<file path="src/rtl/mem_port_sched.sv">
// Single-outstanding arbiter for the shared 128-bit line memory port (D > I > M with aging).
// Optional WAIT-state timeout with sticky err_o is enabled by defining MEM_SCHED_TIMEOUT_EN.
module mem_port_sched #(
  parameter int ADDR_W      = 32,
  parameter int LINE_W      = 128,
  parameter int MAX_WAIT    = 15,
  parameter int TIMEOUT_CYC = 255
) (
  input  logic              clk_i,
  input  logic              rst_i,
  input  logic              i_cs_i,
  input  logic              i_we_i,
  input  logic [ADDR_W-1:0] i_addr_i,
  input  logic [LINE_W-1:0] i_wdata_i,
  output logic [LINE_W-1:0] i_rdata_o,
  output logic              i_rvalid_o,
  input  logic              d_cs_i,
  input  logic              d_we_i,
  input  logic [ADDR_W-1:0] d_addr_i,
  input  logic [LINE_W-1:0] d_wdata_i,
  output logic [LINE_W-1:0] d_rdata_o,
  output logic              d_rvalid_o,
  input  logic              m_cs_i,
  input  logic              m_we_i,
  input  logic [ADDR_W-1:0] m_addr_i,
  input  logic [LINE_W-1:0] m_wdata_i,
  output logic [LINE_W-1:0] m_rdata_o,
  output logic              m_rvalid_o,
  output logic [ADDR_W-1:0] addr_o,
  output logic [LINE_W-1:0] wdata_o,
  output logic              we_o,
  output logic              cs_o,
  input  logic              handshaked_i,
  input  logic [LINE_W-1:0] rdata_i,
  input  logic              rvalid_i,
  output logic [2:0]        grant_o,
  output logic              busy_o,
  output logic              err_o
);

  // state | meaning
  // IDLE  | no transaction; arbitrate among pending requesters
  // REQ   | cs_o high, waiting for handshaked_i
  // WAIT  | request accepted, waiting for rvalid_i
  localparam logic [1:0] ST_IDLE = 2'd0;
  localparam logic [1:0] ST_REQ  = 2'd1;
  localparam logic [1:0] ST_WAIT = 2'd2;

  localparam int AGE_W = $clog2(MAX_WAIT + 1);
  localparam logic [AGE_W-1:0] AGE_MAX = AGE_W'(MAX_WAIT);

  logic [1:0]            state_q, state_d;
  logic                  cs_q, cs_d;
  logic                  we_q, we_d;
  logic [ADDR_W-1:0]     addr_q, addr_d;
  logic [LINE_W-1:0]     wdata_q, wdata_d;
  logic [2:0]            grant_q, grant_d;
  logic [2:0][AGE_W-1:0] age_q, age_d;

  logic [2:0]  req, aged, cand, win;
  logic        start, mem_done, done, to_fire;
  logic [LINE_W-1:0] rdata_mux;

  // Bit order everywhere is {m, i, d}, so index 0 is the highest fixed priority.
  assign req = {m_cs_i, i_cs_i, d_cs_i};

  always_comb begin
    for (int k = 0; k < 3; k++) aged[k] = req[k] && (age_q[k] == AGE_MAX);
    cand = (|aged) ? aged : req;
    win  = cand[0] ? 3'b001 : cand[1] ? 3'b010 : cand[2] ? 3'b100 : 3'b000;
  end

  assign start    = (state_q == ST_IDLE) && (|req);
  assign mem_done = ((state_q == ST_REQ) && handshaked_i && rvalid_i) ||
                    ((state_q == ST_WAIT) && rvalid_i);
  assign done     = mem_done || to_fire;

  always_comb begin
    state_d = state_q;
    cs_d    = cs_q;
    we_d    = we_q;
    addr_d  = addr_q;
    wdata_d = wdata_q;
    grant_d = grant_q;
    case (state_q)
      ST_IDLE: begin
        if (start) begin
          state_d = ST_REQ;
          cs_d    = 1'b1;
          grant_d = win;
          if (win[0]) begin
            we_d = d_we_i; addr_d = d_addr_i; wdata_d = d_wdata_i;
          end else if (win[1]) begin
            we_d = i_we_i; addr_d = i_addr_i; wdata_d = i_wdata_i;
          end else begin
            we_d = m_we_i; addr_d = m_addr_i; wdata_d = m_wdata_i;
          end
        end
      end
      ST_REQ: begin
        if (handshaked_i) begin
          cs_d = 1'b0;
          if (rvalid_i) begin
            state_d = ST_IDLE;
            grant_d = 3'b000;
          end else begin
            state_d = ST_WAIT;
          end
        end
      end
      ST_WAIT: begin
        if (done) begin
          state_d = ST_IDLE;
          grant_d = 3'b000;
        end
      end
      default: begin
        state_d = ST_IDLE;
        cs_d    = 1'b0;
        grant_d = 3'b000;
      end
    endcase
  end

  // A requester ages only while it is visibly waiting: pending, not owning, not just chosen.
  always_comb begin
    age_d = age_q;
    for (int k = 0; k < 3; k++) begin
      if (!req[k] || grant_q[k] || (start && win[k])) age_d[k] = '0;
      else if (age_q[k] != AGE_MAX)                    age_d[k] = age_q[k] + 1'b1;
    end
  end

  always_ff @(posedge clk_i) begin
    if (rst_i) begin
      state_q <= ST_IDLE;
      cs_q    <= 1'b0;
      we_q    <= 1'b0;
      addr_q  <= '0;
      wdata_q <= '0;
      grant_q <= 3'b000;
      age_q   <= '0;
    end else begin
      state_q <= state_d;
      cs_q    <= cs_d;
      we_q    <= we_d;
      addr_q  <= addr_d;
      wdata_q <= wdata_d;
      grant_q <= grant_d;
      age_q   <= age_d;
    end
  end

`ifdef MEM_SCHED_TIMEOUT_EN
  localparam int TO_W = (TIMEOUT_CYC > 1) ? $clog2(TIMEOUT_CYC) : 1;
  logic [TO_W-1:0] to_q, to_d;
  logic            err_q, err_d;

  // Down-counter loaded as the request is accepted; terminal count marks the last WAIT cycle.
  assign to_fire = (state_q == ST_WAIT) && !rvalid_i && (to_q == '0);

  always_comb begin
    to_d  = to_q;
    err_d = err_q || to_fire;
    if ((state_q == ST_REQ) && handshaked_i) to_d = TO_W'(TIMEOUT_CYC - 1);
    else if ((state_q == ST_WAIT) && (to_q != '0)) to_d = to_q - 1'b1;
  end

  always_ff @(posedge clk_i) begin
    if (rst_i) begin
      to_q  <= '0;
      err_q <= 1'b0;
    end else begin
      to_q  <= to_d;
      err_q <= err_d;
    end
  end

  assign err_o = err_q;
`else
  logic unused_timeout;
  assign unused_timeout = (TIMEOUT_CYC == 0);
  assign to_fire = 1'b0;
  assign err_o   = 1'b0;
`endif

  assign rdata_mux  = to_fire ? '0 : rdata_i;
  assign d_rdata_o  = rdata_mux;
  assign i_rdata_o  = rdata_mux;
  assign m_rdata_o  = rdata_mux;
  assign d_rvalid_o = grant_q[0] && done;
  assign i_rvalid_o = grant_q[1] && done;
  assign m_rvalid_o = grant_q[2] && done;

  assign addr_o  = addr_q;
  assign wdata_o = wdata_q;
  assign we_o    = we_q;
  assign cs_o    = cs_q;
  assign grant_o = grant_q;
  assign busy_o  = (state_q != ST_IDLE);

endmodule
</file>
<file path="config.mk">
export PLATFORM = sky130hd
export DESIGN_NAME = mem_port_sched
export DESIGN_NICKNAME = d
export VERILOG_FILES = /design/src/rtl/mem_port_sched.sv
export SDC_FILE = /design/constraint.sdc
export NUM_CORES = 1
export LEC_CHECK = 0
export ABC_AREA = 1
export BUFFER_PORTS_ARGS = -buffer_cell sky130_fd_sc_hd__buf_2
export CAP_MARGIN = 20
export CORE_AREA = 10 10 444 446
export DETAILED_ROUTE_END_ITERATION = 7
export DIE_AREA = 0 0 454 456
export PLACE_DENSITY = 0.31
export SYNTH_ARGS = -nofsm -noshare
export SYNTH_HDL_FRONTEND = slang
export SYNTH_SLANG_ARGS = --single-unit
</file>
<file path="constraint.sdc">
create_clock -name clk_i -period 3.1 [get_ports clk_i]
set_input_delay 0.62 -clock clk_i [delete_from_list [all_inputs] [get_ports clk_i]]
set_output_delay 0.62 -clock clk_i [all_outputs]
set_load 0.01 [all_outputs]
</file>
### Word-level counts from Yosys, hierarchy flattened

Cells that the tools add are included.

| word-level totals | value |
|---|---|
| register bits after elaboration | 179 |
| bits in latches | 0 |
| bits in writable memories | 0 |
| memory bits (read-only) | 0 |
| output and inout bits | 554 |
| memories kept | 0 |

| cells by class | value |
|---|---|
| add/subtract/negate cells | 3 |
| multipliers | 0 |
| div/mod/pow operators | 0 |
| magnitude comparators | 0 |
| equal/unequal tests | 12 |
| shift-type cells | 0 |
| muxes and demuxes | 23 |
| bitwise logic cells | 1 |
| reductions and logical operators | 34 |

Operators by type and width:

| cell | count |
|---|---|
| two-way mux 128 bit | 2 |
| two-way mux 32 bit | 2 |
| two-way mux 3 bit | 8 |
| logical AND 1 bit | 13 |
| adder 4 x 1 -> 4 bit, second input constant | 3 |
| == test 4 bit, second input constant | 3 |
| != test 4 bit, second input constant | 3 |
| one-hot mux 3 bit (3 select lines) | 1 |
| two-way mux 2 bit | 4 |
| != test 2 bit, second input constant | 4 |
| logical OR 1 bit | 7 |
| one-hot mux 2 bit (3 select lines) | 1 |
| AND reduction 3 bit | 2 |
| OR reduction 2 bit | 3 |
| OR reduction 3 bit | 2 |
| two-way mux 1 bit | 4 |
| AND reduction 4 bit | 1 |
| logical NOT 1 bit | 3 |
| one-hot mux 1 bit (3 select lines) | 1 |
| == test 2 x 1 -> 1 bit, second input constant | 1 |
| == test 2 bit, second input constant | 1 |
| logical NOT 2 bit | 1 |
| AND reduction 2 bit | 1 |
| nonzero test 2 bit | 1 |
| NOT 1 bit | 1 |

### Logic depth before layout (Yosys ltp)

Gate-level depths: netlist (run 1).

| depth | value |
|---|---|
| depth after elaboration | 10 |
| depth in mapped cells | 11 |
| gate-level depth less buffers | 9 |

### Worst setup path before layout (run 1)

OpenSTA, ideal clock, no wires.

| timing path | value |
|---|---|
| path kind | input port to flip-flop |
| start | input m_cs_i |
| end | register wdata_q[10] (netlist: wdata_o[10]) |
| data arrival time | 1.769 ns |
| path slack | 1.260 ns |
| cell stages on the path | 9 |
| path buffers | 3 |
| cell sequence | inv_1 -> a31oi_2 -> buf_2 -> buf_2 -> buf_2 -> nand4_1 -> nand2_1 -> inv_1 -> a21oi_1 |

| between the ends | value |
|---|---|
| longest elaborated chain between the ends | 7 |
| elaborated cells between the ends (all ways) | 10 |
| classes of those cells | mux (5); reduce/logical (5) |

Ends and longest elaborated chain:

| what | RTL line | RTL |
|---|---|---|
| start, declared | 23 | `input logic m_cs_i,` |
| logical AND 1 bit | 68 | `for (int k = 0; k < 3; k++) aged[k] = req[k] && (age_q[k] == AGE_MAX);` |
| OR reduction 3 bit | 69 | `cand = (\|aged) ? aged : req;` |
| two-way mux 3 bit | 69 |  |
| two-way mux 3 bit (2 in a row) | 70 | `win = cand[0] ? 3'b001 : cand[1] ? 3'b010 : cand[2] ? 3'b100 : 3'b000;` |
| two-way mux 128 bit | 93 | `end else if (win[1]) begin` |
| two-way mux 128 bit | 91 | `if (win[0]) begin` |
| end signal, assigned | 148 | `wdata_q <= wdata_d;` |
| end, declared | 56 | `logic [LINE_W-1:0] wdata_q, wdata_d;` |

Several ways; a longest one is shown, not always the timed one.
A chain may end at the register's enable or synchronous reset.

### Worst setup path in the final report (run 1)

| timing path | value |
|---|---|
| start | register age_q[0] in the netlist's numbering |
| end | register wdata_q[49] (netlist: wdata_o[49]) |

| between the ends | value |
|---|---|
| longest elaborated chain between the ends | 8 |

Ends and longest elaborated chain:

| what | RTL line | RTL |
|---|---|---|
| start, declared | 58 | `logic [2:0][AGE_W-1:0] age_q, age_d;` |
| start signal, assigned | 150 | `age_q <= age_d;` |
| == test 4 bit * | 68 |  |
| logical AND 1 bit * | 68 |  |
| OR reduction 3 bit | 69 |  |
| two-way mux 3 bit * | 69 |  |
| two-way mux 3 bit | 70 |  |
| two-way mux 3 bit * | 70 |  |
| two-way mux 128 bit | 93 |  |
| two-way mux 128 bit * | 91 |  |

Every way passes the cells marked *; elsewhere a longest branch is shown, timed or not.

==> metrics.cfg, run 1 <==
[grt]
grt_overflow=0
grt_max_degree=104
grt-busiest-layer=met2
grt_pass1_wl_um=150000
grt_pass1_vias=15800
grt_use_met3_pct=4.74
use_met2_pct=18.5
grt_util_all_layers_pct=10.7
grtUsageMet1_pct=11.6
grt_antenna_before_repair=35

[cts]
cts-root-buf=clkbuf_16
numCtsBuffers=17
cts_tree=done
hold_buffers=0
clock_sinks=179
cts_resized=0
cts_setup_buffers=0
clk_pin_slew_ns=0.10
htreeDepth=4
clock_path_buffers=2
insertion_delay_ns=0.57

[sta]
worst_pin_slew_ns=0.878
whs_ns=0.366
drv_slew=0
finClkSkew_ns=0.0160
finalCritPeriodShare_pct=82.7
fmax_mhz=390
fin_setup_tns_ns=0
fin_crit_ns=2.56
slew_headroom_pct=41.5
hold_violations=0
setup_violations=0
grt_setup_unrepaired=no

[yosys]
syn_inst=2425
syn-cell-area_mm2=0.0143
synth.avg_cell_area_um2=5.89
yosysWarnings=0
ys_seq_elements=179
ys_seq_area_share_pct=25.1
ys_types=26
syn-num-nets=3046

[placed_design]
hpwl_um=93200
place_congestion=0.805
port-buffer-count=658

[routing]
post_drt_wl_per_cell_um=22.3
via_per_inst=2.99
dr.pass1.iters=5
num_vias=15400
drt_iter0_drc=956
wl_um=114000
drc=0
drt.antenna.violating_nets=0

[critical_path]
cp_data_arrival_time_ns=3.01
critPathCaptureType=flop
worst-setup-path-type=reg -> reg
crit_path_start_kind=flop
critPathRequiredTime_ns=3.55
path_max_fanout=45

[power_and_ir_drop]
p_comb_share_pct=37.2
pwr-share-clk_pct=30.5
switching_share_pct=43.4
power.leakage_nw=9.29
power.switching_mw=3.75
power_frac_seq_pct=32.4
ir_drop_mv=0.405
power.density_mw_per_mm2=465
intPower_mw=4.89

[floorplanning]
start_util_pct=7.61
ios=1172
fp.dieH_um=456
rows=159
core-area_mm2=0.188
die-area_mm2=0.207
die_x_um=454

[final_layout]
nNetsFinal=3246
fin_util_pct=9.90
mostFrequentLayoutCells=nand2_1 (662), buf_2 (656), nor2_1 (342), inv_1 (339), dfxtp_1 (179)
layout_commonest_cell=nand2_1
layout-drive-gt1-share_pct=28.3
synthToLayoutAreaGrowth_pct=30.1

[status]
outcome=finished, final reports clean

[min_path]
min_path_type=in -> reg

[job]
maxCapViolations=0

[path summary, 6_finish.rpt]
kind / start / to / slack, ns / cells past startpoint
setup reg to reg: age_q[0]$_SDFFE_PP0P_ / wdata_o[49]$_SDFFE_PP0P_ / 0.54 / 10
hold reg to reg: cs_o$_SDFFE_PP0P_ / cs_o$_SDFFE_PP0P_ / 0.48 / 2
hold / removal: m_addr_i[13] / addr_o[13]$_SDFFE_PP0P_ / 0.37 / 5
setup / recovery: age_q[0]$_SDFFE_PP0P_ / wdata_o[49]$_SDFFE_PP0P_ / 0.54 / 10
[per-layer routing]
metal	wire length [um]	vias up
li1	-	7403
met1	43300	7050
met2	57000	683
met3	11000	199
met4	2690	18
met5	400	-
[layout make-up]
class / count / area, um^2
antenna: 5 / 12.5
clock buffer: 17 / 425
clock inverter: 15 / 174
fill: 22300 / 169000
inverter: 340 / 1280
multi-input combinational: 1382 / 6000
sequential: 179 / 3580
tap: 2495 / 3120
timing repair buffer: 705 / 3980
[cells in the mapped netlist]
cell        n  area (um^2)
a21oi_1   167          836
a31oi_2     1         12.5
buf_1       7         26.3
buf_2      45          225
buf_4     388         2910
clkbuf_1   84          315
conb_1      1         3.75
dfxtp_1   179         3580
ha_1        3         37.5
inv_1     339         1270
inv_2       1         3.75
mux2i_1     1         10.0
nand2_1   662         2480
nand2_2     3         18.8
nand3_1    10         50.1
nand3_2     2         20.0
nand4_1   168         1050
nor2_1    342         1280
nor3_1      6         30.0
o21ai_0     6         30.0
o21ai_1     1         5.00
o22ai_1     3         18.8
o31ai_1     1         7.51
or2_2       1         6.26
xnor2_1     2         17.5
xor2_1      2         17.5
[flip-flops by register name, summed over array words and instances (netlist names)]
signal and count:
cs_o 1, age_q 12, addr_o 32, we_o 1
wdata_o 128, grant_o 3, state_q 2
[worst max-delay path: stages, from the launching register on]
cell and delay (ns):
dfxtp_1 0.35, ha_1 0.27, nand3_2 0.21, nor2_1 0.06
o21ai_0 0.44, nand2_8 0.32, buf_12 0.31, nor2_1 0.17
nor2_1 0.06, nand2_1 0.12, a21oi_1 0.08
[stage by stage]
step / total power [mW] / std cells / setup slack, ns / instance area (um^2)
final: 8.64 / 5138 / 0.537 / 18600
after global routing: 9.31 / 5134 / 0.248 / 18600
after CTS: 9.04 / 5133 / 0.389 / 18600
after detailed placement: 6.22 / 5101 / 0.273 / 18000
after global placement: 6.23 / 5101 / 0.206 / 18000
after floorplan: 4.82 / 2425 / 1.26 / 14300
[cell families (layout without fill, tap and decap cells)]
group	after synthesis	in the layout	share of synthesized area, %
buffers and inverters	864	1077	33.3
other	1	6	0.0263
AOI/OAI and AO/OA	179	179	6.37
xor gates and xnor gates	4	4	0.245
DFF	179	179	25.1
and+or+nand+nor	1194	1194	34.6
adders and majority gates	3	3	0.263
muxes	1	1	0.0701
[power groups by stage]
stage / Combinational (mW) / Sequential, mW / Clock (mW)
floorplan: 1.92 / 2.91 / 0
global placement: 3.37 / 2.85 / 0
detailed placement: 3.36 / 2.86 / 0
CTS: 3.38 / 2.81 / 2.85
global route: 3.60 / 2.84 / 2.87
finish: 3.21 / 2.80 / 2.63
(Power assumes the default switching activity.)
==> run 2: changes to the inputs <==
Clock period 3.1 ns to 2.56 ns, I/O delays scaled along.
==> metrics.cfg, run 2 (same netlist as run 1, synthesis figures left out) <==
[cts]
cts_tree=done  ; unchanged
cts-root-buf=clkbuf_16  ; unchanged
clock_sinks=179  ; unchanged
numCtsBuffers=17  ; unchanged
clock_path_buffers=2  ; unchanged
insertion_delay_ns=0.57  ; about the same
htreeDepth=4  ; unchanged
cts_setup_buffers=0  ; unchanged
clk_pin_slew_ns=0.09  ; was 0.10 ns

[sta]
drv_slew=0  ; unchanged
finalCritPeriodShare_pct=91.9  ; was 82.7%
slew_headroom_pct=48.3  ; was 41.5%
fin_setup_tns_ns=0  ; unchanged
hold_violations=0  ; unchanged
fmax_mhz=425  ; was 390 MHz
grt_setup_unrepaired=no  ; unchanged
finClkSkew_ns=0.0172  ; was 0.0160 ns
fin_crit_ns=2.35  ; was 2.56 ns
worst_pin_slew_ns=0.775  ; was 0.878 ns
setup_violations=0  ; unchanged

[routing]
via_per_inst=2.98  ; was 2.99
post_drt_wl_per_cell_um=22.3  ; about the same
highest_layer=met5  ; unchanged
num_vias=15500  ; was 15.4k
drt.antenna.violating_nets=0  ; unchanged
drc=0  ; unchanged
dr_wl_met3_um=11400  ; was 11,000 um
wl_met2_um=57100  ; was 57,000 um
wl_um=116000  ; was 114,000 um
dr.pass1.iters=5  ; unchanged
drt_iter0_drc=774  ; was 956
wl_met1_um=43900  ; was 43,300 um

[min_path]
min-delay-start=m_addr_i[4]  ; was m_addr_i[13]
min_path_type=in -> reg  ; unchanged

[power_and_ir_drop]
power.density_mw_per_mm2=559  ; was 465 mW/mm^2
power.switching_mw=4.56  ; was 3.75 mW
p_comb_share_pct=38.1  ; was 37.2%
power_frac_seq_pct=31.9  ; was 32.4%
ir_drop_mv=0.344  ; was 0.405 mV
pwr-share-clk_pct=30.0  ; was 30.5%
intPower_mw=6.03  ; was 4.89 mW
switching_share_pct=43.0  ; was 43.4%
power.leakage_nw=9.51  ; was 9.29 nW

[final_layout]
synthToLayoutAreaGrowth_pct=32.8  ; was 30.1%
layout_commonest_cell=nand2_1  ; unchanged
fin_util_pct=10.1  ; was 9.90%
nNetsFinal=3288  ; was 3,246
mostFrequentLayoutCells=nand2_1 (662), buf_2 (656), nor2_1 (341), inv_1 (339), dfxtp_1 (179)  ; was nand2_1 (662), buf_2 (656), nor2_1 (342), inv_1 (339), dfxtp_1 (179)
layout-drive-gt1-share_pct=29.4  ; was 28.3%
fin_area_mm2=0.0190  ; was 0.0186 mm^2
fillers=22300  ; about the same
finalNonFillerCells=5183  ; was 5,138
largest_reg_flops=128  ; unchanged

[floorplanning]
core-area_mm2=0.188  ; unchanged
die_x_um=454  ; unchanged
fp.dieH_um=456  ; unchanged
die-area_mm2=0.207  ; unchanged
start_util_pct=7.61  ; unchanged
ios=1172  ; unchanged
rows=159  ; unchanged

[critical_path]
path_max_fanout=20  ; was 45
crit_path_end=wdata_o[25]$_SDFFE_PP0P_  ; was wdata_o[49]$_SDFFE_PP0P_
r2r_start=age_q[0]$_SDFFE_PP0P_  ; unchanged
cp_data_arrival_time_ns=2.79  ; was 3.01 ns
cp-startpoint=age_q[0]$_SDFFE_PP0P_  ; unchanged
crit_path_start_kind=flop  ; unchanged
reg2reg_slack_ns=0.21  ; was 0.54 ns
ff2ff_path_depth=11  ; was 10
critPathCaptureType=flop  ; unchanged
reg2reg_to=wdata_o[25]$_SDFFE_PP0P_  ; was wdata_o[49]$_SDFFE_PP0P_
worst-setup-path-type=reg -> reg  ; unchanged
critPathRequiredTime_ns=3.00  ; was 3.55 ns

[placed_design]
dpl_cell_area_mm2=0.0183  ; was 0.0180 mm^2
place_congestion=0.805  ; about the same
numPlacedInstances=5143  ; was 5,101
port-buffer-count=658  ; unchanged
hpwl_um=95500  ; was 93,200 um

[status]
outcome=finished, final reports clean  ; unchanged

[grt]
grt_max_degree=61  ; was 104
grt_antenna_before_repair=28  ; was 35
grt_util_all_layers_pct=10.8  ; was 10.7%
grt_pass1_vias=16200  ; was 15.8k
grt_overflow=0  ; unchanged
grt_pass1_wl_um=151000  ; was 150,000 um

[job]
maxCapViolations=0  ; unchanged

[run 2: cell type report]
| class | instances | area (um^2) | share of cell area [%] |
|---|---|---|---|
| Multi-Input combinational cell | 1382 | 6010 | 31.7 |
| Timing Repair Buffer | 747 | 4350 | 23.0 |
| Sequential cell | 179 | 3580 | 18.9 |
| Tap cell | 2495 | 3120 | 16.5 |
| Inverter | 340 | 1280 | 6.77 |
| Clock buffer | 19 | 443 | 2.34 |
| Clock inverter | 12 | 145 | 0.766 |
| Antenna cell | 9 | 22.5 | 0.119 |
[run 2: metrics by stage]
stage | worst slack (ns) | hold slack, ns | power (mW)
floorplan | 0.769 | 0.460 | 5.84
global placement | 0.0744 | 0.472 | 7.67
detailed placement | 0.0801 | 0.483 | 7.66
CTS | 0.104 | 0.173 | 11.1
global route | 0.0562 | 0.233 | 11.4
finish | 0.208 | 0.268 | 10.6
[run 2: worst min path at each step]
stage               cells past startpoint                  endpoint  slack, ns
floorplan                               2     age_q[5]$_SDFFE_PP0P_       0.46
global placement                        2         cs_o$_SDFFE_PP0P_       0.47
detailed placement                      2         cs_o$_SDFFE_PP0P_       0.48
CTS                                     5  wdata_o[24]$_SDFFE_PP0P_       0.17
global route                            5    addr_o[4]$_SDFFE_PP0P_       0.23
finish                                  5    addr_o[4]$_SDFFE_PP0P_       0.27
[run 2: critical path: stages (launching register included)]
cell     delay, ns
dfxtp_1       0.34
ha_1          0.26
nand4_1       0.21
nand3_2       0.18
nand2_8       0.12
nand2_1       0.15
nand2_8       0.13
buf_12        0.17
buf_4         0.30
nand2_1       0.18
nand2_1       0.10
a21oi_1       0.05
[run 2: repair_timing]
item	4_1_cts	5_1_grt
resized for setup	0	2
endpoints found under the setup margin	0	2
hold buffers	0	0
[run 2: power groups by stage]
stage / clock [mW] / combinational [mW] / sequential (mW)
after floorplan: 0 / 2.32 / 3.52
after global placement: 0 / 4.22 / 3.45
after detailed placement: 0 / 4.21 / 3.45
after CTS: 3.46 / 4.22 / 3.39
after global routing: 3.47 / 4.51 / 3.43
final: 3.18 / 4.03 / 3.38
[run 2: layer usage]
layer | GRT usage, % | up-vias
li1 | - | 7498
met3 | 4.97 | 191
met5 | 1.19 | -
met4 | 3.04 | 10
met1 | 11.6 | 7087
met2 | 18.6 | 683
